$ cat src/rtl/iq_pkg.sv
// Shared definitions for the centralized issue queue: widths, entry field
// positions, port indices and small helpers used by dispatch and issue.
package iq_pkg;

    localparam int OPCODE_WIDTH = 7;
    localparam int PRF_WIDTH    = 6;
    localparam int AGE_WIDTH    = 5;
    localparam int IQ_DEPTH     = 16;
    localparam int IDX_WIDTH    = 4;
    localparam int WB_PORTS     = 4;
    localparam int DISP_WIDTH   = 2;
    localparam int CNT_WIDTH    = 5;

    // Entry field positions, LSB first
    localparam int FREE_BIT     = 0;
    localparam int ISSUED_BIT   = 1;
    localparam int AGE_LSB      = 2;
    localparam int AGE_MSB      = 6;
    localparam int PRDV_BIT     = 7;
    localparam int PRD_LSB      = 8;
    localparam int PRD_MSB      = 13;
    localparam int PRS2_RDY_BIT = 14;
    localparam int PRS2_V_BIT   = 15;
    localparam int PRS2_LSB     = 16;
    localparam int PRS2_MSB     = 21;
    localparam int PRS1_RDY_BIT = 22;
    localparam int PRS1_V_BIT   = 23;
    localparam int PRS1_LSB     = 24;
    localparam int PRS1_MSB     = 29;
    localparam int OP_LSB       = 30;
    localparam int OP_MSB       = 36;
    localparam int IQ_WIDTH     = OP_MSB + 1;

    // Wakeup / issue port indices
    localparam int ALU0 = 0;
    localparam int ALU1 = 1;
    localparam int MUL  = 2;
    localparam int LS   = 3;

    localparam logic [AGE_WIDTH-1:0] AGE_MAX = '1;

    typedef struct packed {
        logic [OPCODE_WIDTH-1:0] op;
        logic [PRF_WIDTH-1:0]    prs1;
        logic                    prs1V;
        logic                    prs1Rdy;
        logic [PRF_WIDTH-1:0]    prs2;
        logic                    prs2V;
        logic                    prs2Rdy;
        logic [PRF_WIDTH-1:0]    prd;
        logic                    prdV;
        logic [AGE_WIDTH-1:0]    age;
        logic                    issued;
        logic                    free;
    } iq_entry_t;

    localparam iq_entry_t ENTRY_RESET = '{free: 1'b1, default: '0};

    // True when any valid writeback port broadcasts the given tag
    function automatic logic wbHit(
        input logic [PRF_WIDTH-1:0]          tag,
        input logic [WB_PORTS-1:0]           wbValid,
        input logic [WB_PORTS*PRF_WIDTH-1:0] wbPrd
    );
        logic hit;
        hit = 1'b0;
        for (int k = 0; k < WB_PORTS; k++) begin
            if (wbValid[k] && (wbPrd[k*PRF_WIDTH +: PRF_WIDTH] == tag)) begin
                hit = 1'b1;
            end
        end
        return hit;
    endfunction

    // Age plus the number dispatched this cycle, pinned at the maximum
    function automatic logic [AGE_WIDTH-1:0] ageAdd(
        input logic [AGE_WIDTH-1:0] age,
        input logic [1:0]           n
    );
        logic [AGE_WIDTH:0] sum;
        sum = {1'b0, age} + (AGE_WIDTH+1)'(n);
        return sum[AGE_WIDTH] ? AGE_MAX : sum[AGE_WIDTH-1:0];
    endfunction

endpackage

$ cat src/rtl/iq_alloc_pick.sv
// Finds the two lowest-index zero bits of the occupancy vector, i.e. the two
// lowest free queue entries, for dispatch allocation.
module iq_alloc_pick
    import iq_pkg::*;
(
    input  logic [IQ_DEPTH-1:0]  busy_i,
    output logic [IDX_WIDTH-1:0] idx0_o,
    output logic [IDX_WIDTH-1:0] idx1_o,
    output logic                 valid0_o,
    output logic                 valid1_o
);

    logic [IDX_WIDTH-1:0] idx0;
    logic [IDX_WIDTH-1:0] idx1;
    logic                 found0;
    logic                 found1;

    // Priority scan from entry 0 upward, first hit goes to idx0, second to idx1
    always_comb begin
        idx0   = '0;
        idx1   = '0;
        found0 = 1'b0;
        found1 = 1'b0;
        for (int i = 0; i < IQ_DEPTH; i++) begin
            if (!busy_i[i]) begin
                if (!found0) begin
                    idx0   = IDX_WIDTH'(i);
                    found0 = 1'b1;
                end else if (!found1) begin
                    idx1   = IDX_WIDTH'(i);
                    found1 = 1'b1;
                end
            end
        end
    end

    assign idx0_o   = idx0;
    assign idx1_o   = idx1;
    assign valid0_o = found0;
    assign valid1_o = found1;

endmodule

$ cat src/rtl/iq_dispatch.sv
// Dispatch-side owner of the centralized issue queue: allocates entries for
// up to two renamed micro-ops per cycle, stamps relative age, tracks source
// wakeup and releases entries granted by the issue stage.
module iq_dispatch
    import iq_pkg::*;
(
    input  logic                             clk,
    input  logic                             rst_n,
    input  logic                             flush,
    input  logic [DISP_WIDTH-1:0]            disp_valid,
    output logic                             disp_ready,
    input  logic [DISP_WIDTH*OPCODE_WIDTH-1:0] disp_op,
    input  logic [DISP_WIDTH*PRF_WIDTH-1:0]  disp_prs1,
    input  logic [DISP_WIDTH*PRF_WIDTH-1:0]  disp_prs2,
    input  logic [DISP_WIDTH*PRF_WIDTH-1:0]  disp_prd,
    input  logic [DISP_WIDTH-1:0]            disp_prs1_v,
    input  logic [DISP_WIDTH-1:0]            disp_prs2_v,
    input  logic [DISP_WIDTH-1:0]            disp_prd_v,
    input  logic [DISP_WIDTH-1:0]            disp_prs1_rdy,
    input  logic [DISP_WIDTH-1:0]            disp_prs2_rdy,
    input  logic [WB_PORTS-1:0]              wb_valid,
    input  logic [WB_PORTS*PRF_WIDTH-1:0]    wb_prd,
    input  logic [WB_PORTS-1:0]              iss_grant,
    input  logic [WB_PORTS*IDX_WIDTH-1:0]    iss_addr,
    output logic [IQ_DEPTH*IQ_WIDTH-1:0]     ciq,
    output logic [CNT_WIDTH-1:0]             free_cnt
);

    iq_entry_t            entries_q [IQ_DEPTH];
    iq_entry_t            entries_d [IQ_DEPTH];
    logic [CNT_WIDTH-1:0] freeCnt_q;
    logic [CNT_WIDTH-1:0] freeCnt_d;

    iq_entry_t            newEnt [DISP_WIDTH];
    logic [IQ_DEPTH-1:0]  busyVec;
    logic [IDX_WIDTH-1:0] pickIdx0;
    logic [IDX_WIDTH-1:0] pickIdx1;
    logic                 pickValid0;
    logic                 pickValid1;
    logic                 take0;
    logic                 take1;
    logic [1:0]           dispCnt;
    logic [IQ_DEPTH-1:0]  grantMask;
    logic [CNT_WIDTH-1:0] grantCnt;

    iq_alloc_pick u_pick (
        .busy_i   (busyVec),
        .idx0_o   (pickIdx0),
        .idx1_o   (pickIdx1),
        .valid0_o (pickValid0),
        .valid1_o (pickValid1)
    );

    // Occupancy vector and the registered queue image seen by the issue stage
    always_comb begin
        busyVec = '0;
        ciq     = '0;
        for (int i = 0; i < IQ_DEPTH; i++) begin
            busyVec[i]                     = ~entries_q[i].free;
            ciq[i*IQ_WIDTH +: IQ_WIDTH]    = entries_q[i];
        end
    end

    assign free_cnt   = freeCnt_q;
    assign disp_ready = (freeCnt_q >= CNT_WIDTH'(2));
    assign take0      = disp_valid[0] & disp_ready & pickValid0;
    assign take1      = disp_valid[1] & disp_ready & pickValid1;
    assign dispCnt    = {1'b0, take0} + {1'b0, take1};

    // Build the incoming entries, folding in same-cycle wakeup as a bypass
    always_comb begin
        for (int s = 0; s < DISP_WIDTH; s++) begin
            newEnt[s]         = '0;
            newEnt[s].op      = disp_op[s*OPCODE_WIDTH +: OPCODE_WIDTH];
            newEnt[s].prs1    = disp_prs1[s*PRF_WIDTH +: PRF_WIDTH];
            newEnt[s].prs2    = disp_prs2[s*PRF_WIDTH +: PRF_WIDTH];
            newEnt[s].prd     = disp_prd[s*PRF_WIDTH +: PRF_WIDTH];
            newEnt[s].prs1V   = disp_prs1_v[s];
            newEnt[s].prs2V   = disp_prs2_v[s];
            newEnt[s].prdV    = disp_prd_v[s];
            newEnt[s].prs1Rdy = ~disp_prs1_v[s] | disp_prs1_rdy[s]
                              | wbHit(disp_prs1[s*PRF_WIDTH +: PRF_WIDTH], wb_valid, wb_prd);
            newEnt[s].prs2Rdy = ~disp_prs2_v[s] | disp_prs2_rdy[s]
                              | wbHit(disp_prs2[s*PRF_WIDTH +: PRF_WIDTH], wb_valid, wb_prd);
        end
        newEnt[0].age = take1 ? AGE_WIDTH'(1) : '0;
    end

    // Next state: grant release, wakeup and aging of held entries, then
    // allocation of free entries; flush overrides everything
    always_comb begin
        entries_d = entries_q;
        grantMask = '0;
        grantCnt  = '0;

        for (int k = 0; k < WB_PORTS; k++) begin
            if (iss_grant[k] && !entries_q[iss_addr[k*IDX_WIDTH +: IDX_WIDTH]].free) begin
                grantMask[iss_addr[k*IDX_WIDTH +: IDX_WIDTH]] = 1'b1;
            end
        end

        for (int i = 0; i < IQ_DEPTH; i++) begin
            grantCnt = grantCnt + CNT_WIDTH'(grantMask[i]);
            if (!entries_q[i].free) begin
                if (entries_q[i].prs1V && wbHit(entries_q[i].prs1, wb_valid, wb_prd)) begin
                    entries_d[i].prs1Rdy = 1'b1;
                end
                if (entries_q[i].prs2V && wbHit(entries_q[i].prs2, wb_valid, wb_prd)) begin
                    entries_d[i].prs2Rdy = 1'b1;
                end
                entries_d[i].age = ageAdd(entries_q[i].age, dispCnt);
                if (grantMask[i]) begin
                    entries_d[i].free   = 1'b1;
                    entries_d[i].issued = 1'b1;
                end
            end
        end

        if (take0) begin
            entries_d[pickIdx0] = newEnt[0];
        end
        if (take1) begin
            entries_d[pickIdx1] = newEnt[1];
        end

        freeCnt_d = freeCnt_q + grantCnt - CNT_WIDTH'(dispCnt);

        if (flush) begin
            for (int i = 0; i < IQ_DEPTH; i++) begin
                entries_d[i]        = entries_q[i];
                entries_d[i].free   = 1'b1;
                entries_d[i].issued = 1'b0;
            end
            freeCnt_d = CNT_WIDTH'(IQ_DEPTH);
        end
    end

    // Queue state register with synchronous active-low reset
    always_ff @(posedge clk) begin
        if (!rst_n) begin
            for (int i = 0; i < IQ_DEPTH; i++) begin
                entries_q[i] <= ENTRY_RESET;
            end
            freeCnt_q <= CNT_WIDTH'(IQ_DEPTH);
        end else begin
            for (int i = 0; i < IQ_DEPTH; i++) begin
                entries_q[i] <= entries_d[i];
            end
            freeCnt_q <= freeCnt_d;
        end
    end

    // The issue stage must only grant entries that are currently occupied
    always_ff @(posedge clk) begin
        if (rst_n && !flush) begin
            for (int k = 0; k < WB_PORTS; k++) begin
                assert (!(iss_grant[k] && entries_q[iss_addr[k*IDX_WIDTH +: IDX_WIDTH]].free));
            end
        end
    end

endmodule

$ cat config.mk
export PLATFORM = sky130hd
export DESIGN_NAME = iq_dispatch
export DESIGN_NICKNAME = d
export VERILOG_FILES = /design/src/rtl/iq_pkg.sv /design/src/rtl/iq_alloc_pick.sv /design/src/rtl/iq_dispatch.sv
export SDC_FILE = /design/constraint.sdc
export NUM_CORES = 2
export LEC_CHECK = 0
export CELL_PAD_IN_SITES_DETAIL_PLACEMENT = 0
export CELL_PAD_IN_SITES_GLOBAL_PLACEMENT = 1
export CORE_MARGIN = 2
export CORE_UTILIZATION = 36
export CTS_BUF_LIST = sky130_fd_sc_hd__clkbuf_8 sky130_fd_sc_hd__clkbuf_16
export CTS_CLUSTER_DIAMETER = 30
export DETAILED_ROUTE_END_ITERATION = 10
export MAX_ROUTING_LAYER = met4
export PLACE_DENSITY = 0.83
export RECOVER_POWER = 100
export SKIP_LAST_GASP = 1
export SLEW_MARGIN = 20
export SYNTH_ARGS = -nofsm -noshare
export SYNTH_HDL_FRONTEND = slang
export SYNTH_HIERARCHICAL = 1
export SYNTH_SLANG_ARGS = --single-unit
$ cat constraint.sdc
create_clock -name clk -period 19.85 [get_ports clk]
set_clock_uncertainty 0.2 [all_clocks]
set_input_delay 3.97 -clock clk [delete_from_list [all_inputs] [get_ports clk]]
set_output_delay 3.97 -clock clk [all_outputs]
set_load 0.005 [all_outputs]
# Yosys cells after proc, flatten, opt, wreduce, memory -nomap -nowiden
# Index checks and enable logic that the tools add are counted.
# op_classes
muxes,441
eq_ne,144
reduce_logical,191
add_sub_neg,34
bitwise_logic,26
n_lt_le_gt_ge,17
# ops
op,count
$bwmux W592,2
$mux W592,2
$eq A6 B6 Y1,144
$bmux W37 S4,4
$mux W1,301
$demux W37 S4,2
$mux W4,72
$logic_and A1 B1 Y1,186
$mux W7,16
$add A5 B2 Y6,16
$mux W5,16
$mux W37,2
$mux W16,4
$add A5 B1 Y5,11
$or A16 B16 Y16,3
$mux W2,16
$ge A5 B5 Y1 const B,6
$not A4 Y5,6
$lt A4 B5 Y1 const B,4
$demux W1 S4,4
$ge A4 B1 Y1 const B,4
$lt A5 B1 Y1 const B,2
$or A1 B1 Y1,8
$add A4 B1 Y5,1
10 further kinds,21
# totals
output_inout_bits,598
register_bits,597

# Logic depth before layout (Yosys ltp)
# depth
word_depth,52
mapped_depth,26
mapped_depth_nobuf,23

# By module
# The synthesis kept the hierarchy.
# by_module_without_submodules
mod,instances,area_each_um2,cells_each,seq_area_each_um2
iq_dispatch,1,41426.0,5358,11951.5
iq_alloc_pick,1,1023.5,172,0.0

# Least setup slack after synthesis
# No wires, ideal clock.
# synth_path
kind,input -> register
start,in iss_addr[12]
end,reg freeCnt_q[4] (netlist: free_cnt[4])
t_arrival_ns,9.262
slack_ns,10.260
cell_stages,17
setup_ns,0.128
n_path_buf,1
path_cell_list,clkbuf_1 > mux4_2 > or3b_1 > o32ai_1 > nor3_1 > fa_1 > fa_1 > fa_1 > fa_1 > fa_1 > fa_1 > inv_1 > fa_1 > a21o_1 > a21oi_1 > xnor2_1 > nand2_1
# synth_between
elab_chain_cells,24
word_cells_on_any_way,30
cone_classes,add/sub (17); order compare (2); mux (6); bitwise (2); reduce/logical (3)
# synth_lines
element,line,text
from (decl),iq_dispatch.sv:24,"input logic [WB_PORTS*IDX_WIDTH-1:0] iss_addr,"
branches (longest 6 deep; another with $lt A4 B5 Y1),-,
$mux W16 *,iq_dispatch.sv:97,if (iss_grant[k] && !entries_q[iss_addr[k*IDX_WIDTH +: IDX_WIDTH]].free) begin
$add A1 B1 Y2,iq_dispatch.sv:103,grantCnt = grantCnt + CNT_WIDTH'(grantMask[i]);
$add A2 B1 Y3,iq_dispatch.sv:103,
$add A3 B1 Y4,iq_dispatch.sv:103,
$add A4 B1 Y5,iq_dispatch.sv:103,
$add A5 B1 Y5 (10 in series),iq_dispatch.sv:103,
$add A5 B1 Y5 *,iq_dispatch.sv:103,
$add A5 B5 Y5 *,iq_dispatch.sv:126,freeCnt_d = freeCnt_q + grantCnt - CNT_WIDTH'(dispCnt);
$sub A5 B2 Y5 *,iq_dispatch.sv:126,
to (signal assigned),iq_dispatch.sv:144,freeCnt_q <= CNT_WIDTH'(IQ_DEPTH);
to (signal assigned),iq_dispatch.sv:149,freeCnt_q <= freeCnt_d;
to (decl),iq_dispatch.sv:31,logic [CNT_WIDTH-1:0] freeCnt_q;
# Mark *: on every way between the ends. The select of a mux whose other input is x is not followed.
# A chain may end at the register's enable or synchronous reset.

==> impl_metrics.tcl <==
set metrics [dict create \
    status "finished, violations left" \
    violations "capacitance limit, slew limit" \
    start_kind "primary input" \
    critPathArrivalTime_ns 11.80 \
    clk_pin_slew_ns 0.04 \
    yosys.area.top_type "dfxtp_1" \
    ff2ff_setup_slack_ns 10.59 \
    timing.rr.start "ciq[0]" \
    min_path_cells 2 \
    ys_seq_elements 597 \
    cap_violations 22 \
    pwr_density_cell_mw_per_mm2 88.5 \
    grt_pass1_vias 44600 \
    synthXorXnorAreaFrac 0.181 \
    final_util 0.473 \
    cp.required_ns 20.29 \
    post_cts_buffers 0 \
    row_count 125 \
    slowest_stage "clkbuf_1" \
    cts_buffers 173 \
    peakVddDrop_uv 81.6 \
    vias_per_cell 6.41 \
    synth_compound_area_frac 0.253 \
    min_period_ns 11.35 \
    synthMuxAreaShare 0.00531 \
    end_kind "flip-flop" \
    yosysTopAreaCellShare 0.282 \
    slowest_delay_ns 2.31 \
    die_h_um 347 \
    syn_nets 5727 \
    fmax_mhz 88.1 \
    numPlacedInstances 7156 \
    grt_overflow 0 \
    avgSynthCellArea_sq_um 7.68 \
    layout_commonest_cell "o21ai_0" \
    grt_pass1_wl_um 337000 \
    min_path_type "flip-flop to flip-flop" \
    grt_max_degree 176 \
    synth_cell_types 88 \
    path_depth 8 \
    tightest_slew_ns 4.42 \
    final.period_utilization 0.572 \
    max-slew-margin-rel -1.94 \
    route.detailed.drc 0 \
    cts.repair.resized 0 \
    cts_tree "yes" \
    r2r-end "free_cnt[4]" \
    htreeDepth 4 \
    syn_area_sq_mm 0.0424 \
    firstDrtPassIters 8 \
    fp.dieW_um 347 \
    clkLatencyLatePin_ns 0.80 \
    grt_usage 0.391 \
    areaGrowthSynthToFinish_pct 29.9 \
    ys_warn_count 6 \
    drt-wirelength-per-cell_um 32.2 \
    antenna_found_initial 16 \
    crit_family "buffers and inverters" \
    maxSlewViolCount 864 \
    syn-instance-count 5530 \
    stdcell_area_sq_mm 0.0551 \
    vias 48000 \
    ys.flop_type "dfxtp_1" \
    clockBufferDepth 3 \
    pre_cts_ws_ns 9.30 \
    placedInstanceArea_sq_mm 0.0492 \
    drtIter0Drc 6733 \
    hold_slack_ns 0.253 \
    power.leakage_nw 22.3 \
    worstSetupPathType "primary input to flip-flop" \
    core-area_sq_mm 0.117 \
    synth_top_family_by_area "compound AO/OA/AOI/OAI gates" \
    ios 711 \
    design_power_total_mw 4.88 \
    synth_edf_count 0 \
    drt_wl_total_um 241000 \
    async_flop_share 0 \
    reg2regPathDepth 24 \
    layout.nets 6004 \
    synthAdderAreaFrac 0.0302 \
    cp_cell_sequence "clkbuf_1 -> inv_8 -> nand2_1 -> clkbuf_1 -> a21oi_1 -> o21ai_0 -> nand2_1 -> a22o_1" \
    gp_congestion 0.945 \
    instances_no_fill 7483 \
    ctsHoldBuffers 0 \
    worst_slack_ns 8.50 \
    worst-path-max-fanout 64 \
    seq_area_frac_synth 0.282 \
    hp-start "ciq[445]" \
    drive_gt1_frac 0.0969 \
    io_buffers 710 \
    finalSetupTns_ns 0 \
    ant_nets 0 \
    finalHoldViolations 0 \
    die_area_sq_mm 0.121 \
    rsz0062_at_grt "no" \
    cts.sinks 597 \
    root_buffer "clkbuf_16" \
    synthSimpleGateAreaFrac 0.162 \
    hold_end "ciq[445]" \
    setup_viol 0 \
    ys_top_cells_by_area "dfxtp_1 28%, xnor2_1 9.1%, xor2_1 9.0%, o21ai_0 7.2%, a21oi_1 6.7%" \
    crit_buf_inv 3 \
    layout_common_cells "641 x o21ai_0, 598 x dlygate4sd3_1, 597 x dfxtp_1" \
    dpl.hpwl_um 156000 \
    start_util 0.364 \
]
[worst max path at each step]
stage,start,endpoint,slack [ns]
2_1_floorplan,iss_addr[12],free_cnt[4],10.26
3_3_place_gp,iss_addr[12],free_cnt[4],9.21
3_5_place_dp,iss_addr[12],free_cnt[4],9.30
4_1_cts,iss_addr[12],free_cnt[4],10.09
5_1_grt,flush,ciq[559],8.19
6_report,flush,ciq[559],8.50
[layer usage]
layer | global-route usage | vias to the layer above | part of all wire
li1 | - | 20300 | -
met1 | 0.472 | 23000 | 0.38
met2 | 0.565 | 3642 | 0.42
met3 | 0.129 | 963 | 0.13
met4 | 0.232 | 0 | 0.072
met5 | - | - | 0
[where the power goes]
group          total, mW  switching, mW  internal [mW]
Clock               2.84          0.902           1.94
Combinational      0.751          0.498          0.253
Sequential          1.29         0.0519           1.24
[cell type report]
| type | instances | area [sq um] |
|---|---|---|
| Multi-Input combinational cell | 4068 | 26900 |
| Fill cell | 11200 | 61400 |
| Inverter | 104 | 398 |
| Clock buffer | 213 | 4890 |
| Clock inverter | 100 | 1120 |
| Timing Repair Buffer | 863 | 7970 |
| Antenna cell | 14 | 35.0 |
| Sequential cell | 597 | 12000 |
| Tap cell | 1524 | 1910 |
[registers in the layout, summed over array words and instances, names as in the netlist]
register / cells
ciq: 592
free_cnt: 5
[Yosys cell counts, drive strengths merged (6+ instances only)]
library cell,instances
o21ai,657
dfxtp,597
a21oi,576
clkbuf,533
xnor2,441
xor2,434
nor2,303
buf,228
o22ai,210
nand2,183
nand4,156
nor4,152
or3,121
inv,104
and3,98
o211ai,84
nor3,73
nand3,68
o221a,62
ha,56
a22oi,32
or4,31
fa,28
nor2b,23
o31ai,23
a311o,22
a21o,18
a31oi,16
and2,16
nand2b,14
nand3b,13
a41oi,12
mux4,10
a221oi,9
a22o,9
a311oi,9
nor3b,9
a21boi,8
o21a,8
a32oi,7
nand4b,7
o2111ai,7
o221ai,7
o41ai,6
[worst min-delay path, stage by stage, from the launching register on]
cell,delay [ns]
dfxtp_1,0.30
inv_1,0.05
a21oi_1,0.05
[cell families after synthesis]
| kind of cell | count (synthesis) |
|---|---|
| xor gates and xnor gates | 875 |
| adders and majority gates | 86 |
| muxes | 10 |
| and+or+nand+nor | 1283 |
| AOI/OAI and AO/OA | 1814 |
| DFF | 597 |
| buffers and inverters | 865 |
Note: power is estimated with default switching activity, not from simulation.
